File: src/rtl/outport_uart_tx.sv
// outport_uart_tx
//   Captures every CPU outport write into a small circular FIFO and sends the
//   low DATA_W bits of each entry as an 8N1-style UART frame on tx
//   (start bit, LSB-first data, stop bit).
//   Optional build macro: OUTPORT_UART_TX_PARITY_EN inserts an even-parity
//   bit between the last data bit and the stop bit.
//   Back-to-back frames: the stop bit's last tick pops the next entry, so
//   there is no idle gap between consecutive frames.
module outport_uart_tx #(
    parameter int CLKS_PER_BIT = 16,
    parameter int FIFO_DEPTH   = 8,
    parameter int DATA_W       = 8
) (
    input  logic                          clk,
    input  logic                          reset,
    input  logic                          wr_en,
    input  logic [31:0]                   wr_data,
    input  logic                          clear_ovf,
    output logic                          tx,
    output logic                          busy,
    output logic                          full,
    output logic                          empty,
    output logic [$clog2(FIFO_DEPTH):0]   fifo_count,
    output logic                          overflow
);

    localparam int AW = $clog2(FIFO_DEPTH);
    localparam int CW = AW + 1;
    localparam int TW = $clog2(CLKS_PER_BIT);
    localparam int BW = $clog2(DATA_W);

    localparam logic [2:0] ST_IDLE   = 3'd0;
    localparam logic [2:0] ST_START  = 3'd1;
    localparam logic [2:0] ST_DATA   = 3'd2;
`ifdef OUTPORT_UART_TX_PARITY_EN
    localparam logic [2:0] ST_PARITY = 3'd3;
`endif
    localparam logic [2:0] ST_STOP   = 3'd4;

    // FIFO storage and bookkeeping
    logic [DATA_W-1:0] mem [FIFO_DEPTH];
    logic [AW-1:0]     wr_ptr_reg;
    logic [AW-1:0]     rd_ptr_reg;
    logic [CW-1:0]     count_reg;
    logic [CW-1:0]     count_next;
    logic              overflow_reg;
    logic [DATA_W-1:0] head;

    // Serializer state
    logic [2:0]        state_reg,  state_next;
    logic [TW-1:0]     tick_reg,   tick_next;
    logic [BW-1:0]     bit_reg,    bit_next;
    logic [DATA_W-1:0] shift_reg,  shift_next;
    logic              tx_reg,     tx_next;
`ifdef OUTPORT_UART_TX_PARITY_EN
    logic              parity_reg, parity_next;
`endif

    logic              pop;
    logic              push;
    logic              ovf_set;
    logic              tick_last;
    logic              fifo_full;
    logic              fifo_empty;

    // Only the low DATA_W bits of the bus are transmitted.
    logic              unused_hi_bits;
    assign unused_hi_bits = ^wr_data[31:DATA_W];

    assign fifo_full  = (count_reg == CW'(FIFO_DEPTH));
    assign fifo_empty = (count_reg == '0);
    assign head       = mem[rd_ptr_reg];
    assign tick_last  = (tick_reg == TW'(CLKS_PER_BIT - 1));

    // A pop frees a slot in the same cycle, so a write while full still lands.
    assign push    = wr_en && (!fifo_full || pop);
    assign ovf_set = wr_en && fifo_full && !pop;

    // Occupancy update: push and pop together leave the count unchanged
    always_comb begin
        count_next = count_reg;
        case ({push, pop})
            2'b10:   count_next = count_reg + CW'(1);
            2'b01:   count_next = count_reg - CW'(1);
            default: count_next = count_reg;
        endcase
    end

    // FIFO data array; contents need no reset because pointers define validity
    always_ff @(posedge clk) begin
        if (push) begin
            mem[wr_ptr_reg] <= wr_data[DATA_W-1:0];
        end
    end

    // FIFO pointers, occupancy and sticky overflow flag
    always_ff @(posedge clk) begin
        if (reset) begin
            wr_ptr_reg   <= '0;
            rd_ptr_reg   <= '0;
            count_reg    <= '0;
            overflow_reg <= 1'b0;
        end else begin
            if (push) begin
                wr_ptr_reg <= wr_ptr_reg + AW'(1);
            end
            if (pop) begin
                rd_ptr_reg <= rd_ptr_reg + AW'(1);
            end
            count_reg <= count_next;
            if (ovf_set) begin
                overflow_reg <= 1'b1;
            end else if (clear_ovf) begin
                overflow_reg <= 1'b0;
            end
        end
    end

    // Frame sequencing: next state, bit timing and FIFO pop decisions
    always_comb begin
        state_next  = state_reg;
        tick_next   = tick_reg;
        bit_next    = bit_reg;
        shift_next  = shift_reg;
        pop         = 1'b0;
`ifdef OUTPORT_UART_TX_PARITY_EN
        parity_next = parity_reg;
`endif
        case (state_reg)
            ST_IDLE: begin
                if (!fifo_empty) begin
                    pop         = 1'b1;
                    shift_next  = head;
                    tick_next   = '0;
                    state_next  = ST_START;
`ifdef OUTPORT_UART_TX_PARITY_EN
                    parity_next = ^head;
`endif
                end
            end
            ST_START: begin
                if (tick_last) begin
                    tick_next  = '0;
                    bit_next   = '0;
                    state_next = ST_DATA;
                end else begin
                    tick_next = tick_reg + TW'(1);
                end
            end
            ST_DATA: begin
                if (tick_last) begin
                    tick_next  = '0;
                    shift_next = shift_reg >> 1;
                    if (bit_reg == BW'(DATA_W - 1)) begin
`ifdef OUTPORT_UART_TX_PARITY_EN
                        state_next = ST_PARITY;
`else
                        state_next = ST_STOP;
`endif
                    end else begin
                        bit_next = bit_reg + BW'(1);
                    end
                end else begin
                    tick_next = tick_reg + TW'(1);
                end
            end
`ifdef OUTPORT_UART_TX_PARITY_EN
            ST_PARITY: begin
                if (tick_last) begin
                    tick_next  = '0;
                    state_next = ST_STOP;
                end else begin
                    tick_next = tick_reg + TW'(1);
                end
            end
`endif
            ST_STOP: begin
                if (tick_last) begin
                    tick_next = '0;
                    if (!fifo_empty) begin
                        pop         = 1'b1;
                        shift_next  = head;
                        state_next  = ST_START;
`ifdef OUTPORT_UART_TX_PARITY_EN
                        parity_next = ^head;
`endif
                    end else begin
                        state_next = ST_IDLE;
                    end
                end else begin
                    tick_next = tick_reg + TW'(1);
                end
            end
            default: begin
                state_next = ST_IDLE;
                tick_next  = '0;
            end
        endcase
    end

    // Line level for the upcoming state, registered so tx never glitches
    always_comb begin
        tx_next = 1'b1;
        case (state_next)
            ST_START:  tx_next = 1'b0;
            ST_DATA:   tx_next = shift_next[0];
`ifdef OUTPORT_UART_TX_PARITY_EN
            ST_PARITY: tx_next = parity_next;
`endif
            default:   tx_next = 1'b1;
        endcase
    end

    // Serializer registers; reset aborts any frame in flight
    always_ff @(posedge clk) begin
        if (reset) begin
            state_reg  <= ST_IDLE;
            tick_reg   <= '0;
            bit_reg    <= '0;
            shift_reg  <= '0;
            tx_reg     <= 1'b1;
`ifdef OUTPORT_UART_TX_PARITY_EN
            parity_reg <= 1'b0;
`endif
        end else begin
            state_reg  <= state_next;
            tick_reg   <= tick_next;
            bit_reg    <= bit_next;
            shift_reg  <= shift_next;
            tx_reg     <= tx_next;
`ifdef OUTPORT_UART_TX_PARITY_EN
            parity_reg <= parity_next;
`endif
        end
    end

    assign tx         = tx_reg;
    assign busy       = (state_reg != ST_IDLE);
    assign full       = fifo_full;
    assign empty      = fifo_empty;
    assign fifo_count = count_reg;
    assign overflow   = overflow_reg;

endmodule

File: config.mk
export PLATFORM = sky130hd
export DESIGN_NAME = outport_uart_tx
export DESIGN_NICKNAME = d
export VERILOG_FILES = /design/src/rtl/outport_uart_tx.sv
export SDC_FILE = /design/constraint.sdc
export NUM_CORES = 1
export LEC_CHECK = 0
export ABC_AREA = 1
export BUFFER_PORTS_ARGS = -buffer_cell sky130_fd_sc_hd__buf_2
export CAP_MARGIN = 40
export CORE_MARGIN = 8
export CORE_UTILIZATION = 58
export DETAILED_ROUTE_END_ITERATION = 6
export MAX_ROUTING_LAYER = met4
export PLACE_DENSITY = 0.79
export SETUP_SLACK_MARGIN = 0.3
export SYNTH_ARGS = -nofsm -noshare
export SYNTH_HDL_FRONTEND = slang
export SYNTH_SLANG_ARGS = --single-unit
File: constraint.sdc
create_clock -name clk -period 2.7 [get_ports clk]
set_clock_uncertainty 0.05 [all_clocks]
set_input_delay 0.27 -clock clk [delete_from_list [all_inputs] [get_ports clk]]
set_output_delay 0.27 -clock clk [all_outputs]
set_load 0.05 [all_outputs]
==> reports/metrics.yaml <==
status:
  run_status: "finished, final reports clean"
global_route:
  grt_pass1_vias: 2921
  antenna_found_initial: 0
  grt_first_pass_wirelength_um: 13800
  gr-usage-met3: 0.0275
  grt_remaining_overflow: 0
  gr-usage-met1: 0.216
  grt_max_degree: 33
  top_usage_layer: "met2"
  grt_usage: 0.178
  grt.met2_usage: 0.283
cts:
  h-tree-depth: 3
  cts_setup_buffers: 0
  cts_tree: "built"
  cts_root_buf: "clkbuf_8"
  clkLatencyLatePin_ns: 0.36
  clock-sinks: 97
  cts_buffer_depth: 2
  clk_pin_slew_ns: 0.09
  cts_made_buffers: 9
routing:
  wire_per_inst_um: 14.8
  drc: 0
  viasPerCell: 5.51
  drtIter0Drc: 187
  wirelength_um: 8330
  detailroute.via_count: 3108
  drtAntennaViolNets: 0
  firstDrtPassIters: 5
pwr:
  p_total_mw: 4.56
  irDropWorstVdd_v: 0.000393
  p_leak_nw: 1.86
  pwr_density_cell_mw_per_mm2: 970
timing:
  setup-violations-final: 0
  finalHoldWorstSlack_ns: 0.102
  fin_setup_tns_ns: 0
  relSlewSlack: 0.439
  slew_viol_final: 0
  rsz0062_at_grt: "true"
  max_freq_ghz: 0.444
  fin_ws_ns: 0.446
  fin_crit_ns: 2.25
  tightest_slew_ns: 0.840
  finalCritPeriodShare: 0.835
  hold_violations: 0
layout:
  design_area_mm2: 0.00470
  area_growth_pct: 10.2
  largest_register_ffs: 64
  post-route-util: 0.656
  fin_cells: 564
  layout-drive-gt1-share: 0.176
  nets: 502
  nFillCells: 550
  diodes: 0
logic_synthesis:
  synthCells: 434
  synth_nets: 476
  synth_area_per_cell_um2: 9.84
  yosysWarnings: 0
  synthDistinctLibCells: 37
  synth_area_mm2: 0.00427
  ys_ff_latch: 97
  yosysSeqAreaShare: 0.605
critical_path:
  crit_path_end_kind: "flop"
  start_kind: "flop"
  crit_arrival_ns: 2.20
  ff2ff_setup_slack_ns: 0.45
  critPathKind: "flop to flop"
  path_max_fanout: 10
  worstPathRequired_ns: 2.65
floorplan:
  num_rows: 31
  io_pins: 45
  die_area_mm2: 0.0104
  die_w_um: 102
  start_util: 0.595
  fp.dieH_um: 102
  core_area_mm2: 0.00718
place:
  numPortBuffers: 20
  dp_cells: 548
  post-dp-hpwl_um: 5560
  place_ws_ns: 0.456
  place_area_mm2: 0.00450
  gp_congestion: 0.832
job:
  cap_violations: 0
worst_hold_path:
  worstHoldPathType: "input pin to flop"
==> what timing repair did <==
action,4_1_cts,5_1_grt
hold buffers,0,0
endpoints found under the setup margin,0,8
resized for setup,0,1
==> cell families (layout without fill, tap and decap cells) <==
family,after synthesis,in the layout,synth area share
AO/OA/AOI/OAI,80,80,0.106
AND/OR/NAND/NOR,200,200,0.223
adder cells (fa/ha/maj),6,6,0.0176
flip-flops,97,97,0.605
XOR/XNOR,1,1,0.00205
buffers and inverters,50,81,0.0463
==> routing by layer <==
metal	vias to the layer above	wire length, um
met4	0	162
met2	99	4090
met1	1455	3590
met5	-	0
met3	13	500
li1	1541	-
==> cell usage after synthesis, drive strengths merged <==
library cell	number	share of area
or2	5	0.0073
o22ai	3	0.0044
o211a	1	0.0023
nand3b	1	0.0018
ha	6	0.018
nor2	71	0.070
xor2	1	0.0021
nand2	72	0.074
a211oi	1	0.0018
clkbuf	10	0.0088
a31oi	2	0.0029
nor3	1	0.0012
nand3	46	0.059
a21oi	25	0.034
o211ai	6	0.011
clkinv	2	0.0029
buf	2	0.0023
inv	36	0.032
o21ai	42	0.050
edfxtp	64	0.45
nand4	4	0.0094
dfxtp	33	0.15
==> cell usage in the layout, fill, tap and decap left out, drive strengths merged <==
cell type / n
a211oi: 1
a21oi: 25
a31oi: 2
buf: 27
bufinv: 1
clkbuf: 9
clkinv: 4
clkinvlp: 2
dfxtp: 33
edfxtp: 64
ha: 6
inv: 38
nand2: 72
nand3: 46
nand3b: 1
nand4: 4
nor2: 71
nor3: 1
o211a: 1
o211ai: 6
o21ai: 42
o22ai: 3
or2: 5
xor2: 1
==> worst max-delay path, cell delays in order, from the launching register on <==
cell and delay [ns]:
dfxtp_1 0.39, ha_1 0.25, nand3_4 0.16, nand2_2 0.20, nand2_4 0.10, nand2_4 0.08, nand2_4 0.08, nor2_2 0.10
inv_2 0.08, nor2_2 0.41
==> final timing paths <==
| path | endpoint | from | depth (start not counted) |
|---|---|---|---|
| min | overflow | clear_ovf | 4 |
| max | mem[3][2] | tick_reg[0] | 9 |
| min reg2reg | flop | rd_ptr_reg[2] | 1 |
| max reg2reg | mem[3][2] | tick_reg[0] | 9 |
==> where the power goes <==
part           internal, mW  switching (mW)
Combinational         0.521            1.22
Sequential             1.75           0.121
Clock                 0.436           0.513
==> layout make-up <==
cell class              count  area (um2)  share of cell area
clock buffers               9         124              0.0263
clock inverters             7        77.6              0.0165
inverters                  38         150              0.0319
multi-input cells         287        1490               0.318
flip-flops and latches     97        2580               0.549
well taps                  99         124              0.0263
repair buffers             27         153              0.0324
No activity file was read; power rests on OpenSTA's default activity.
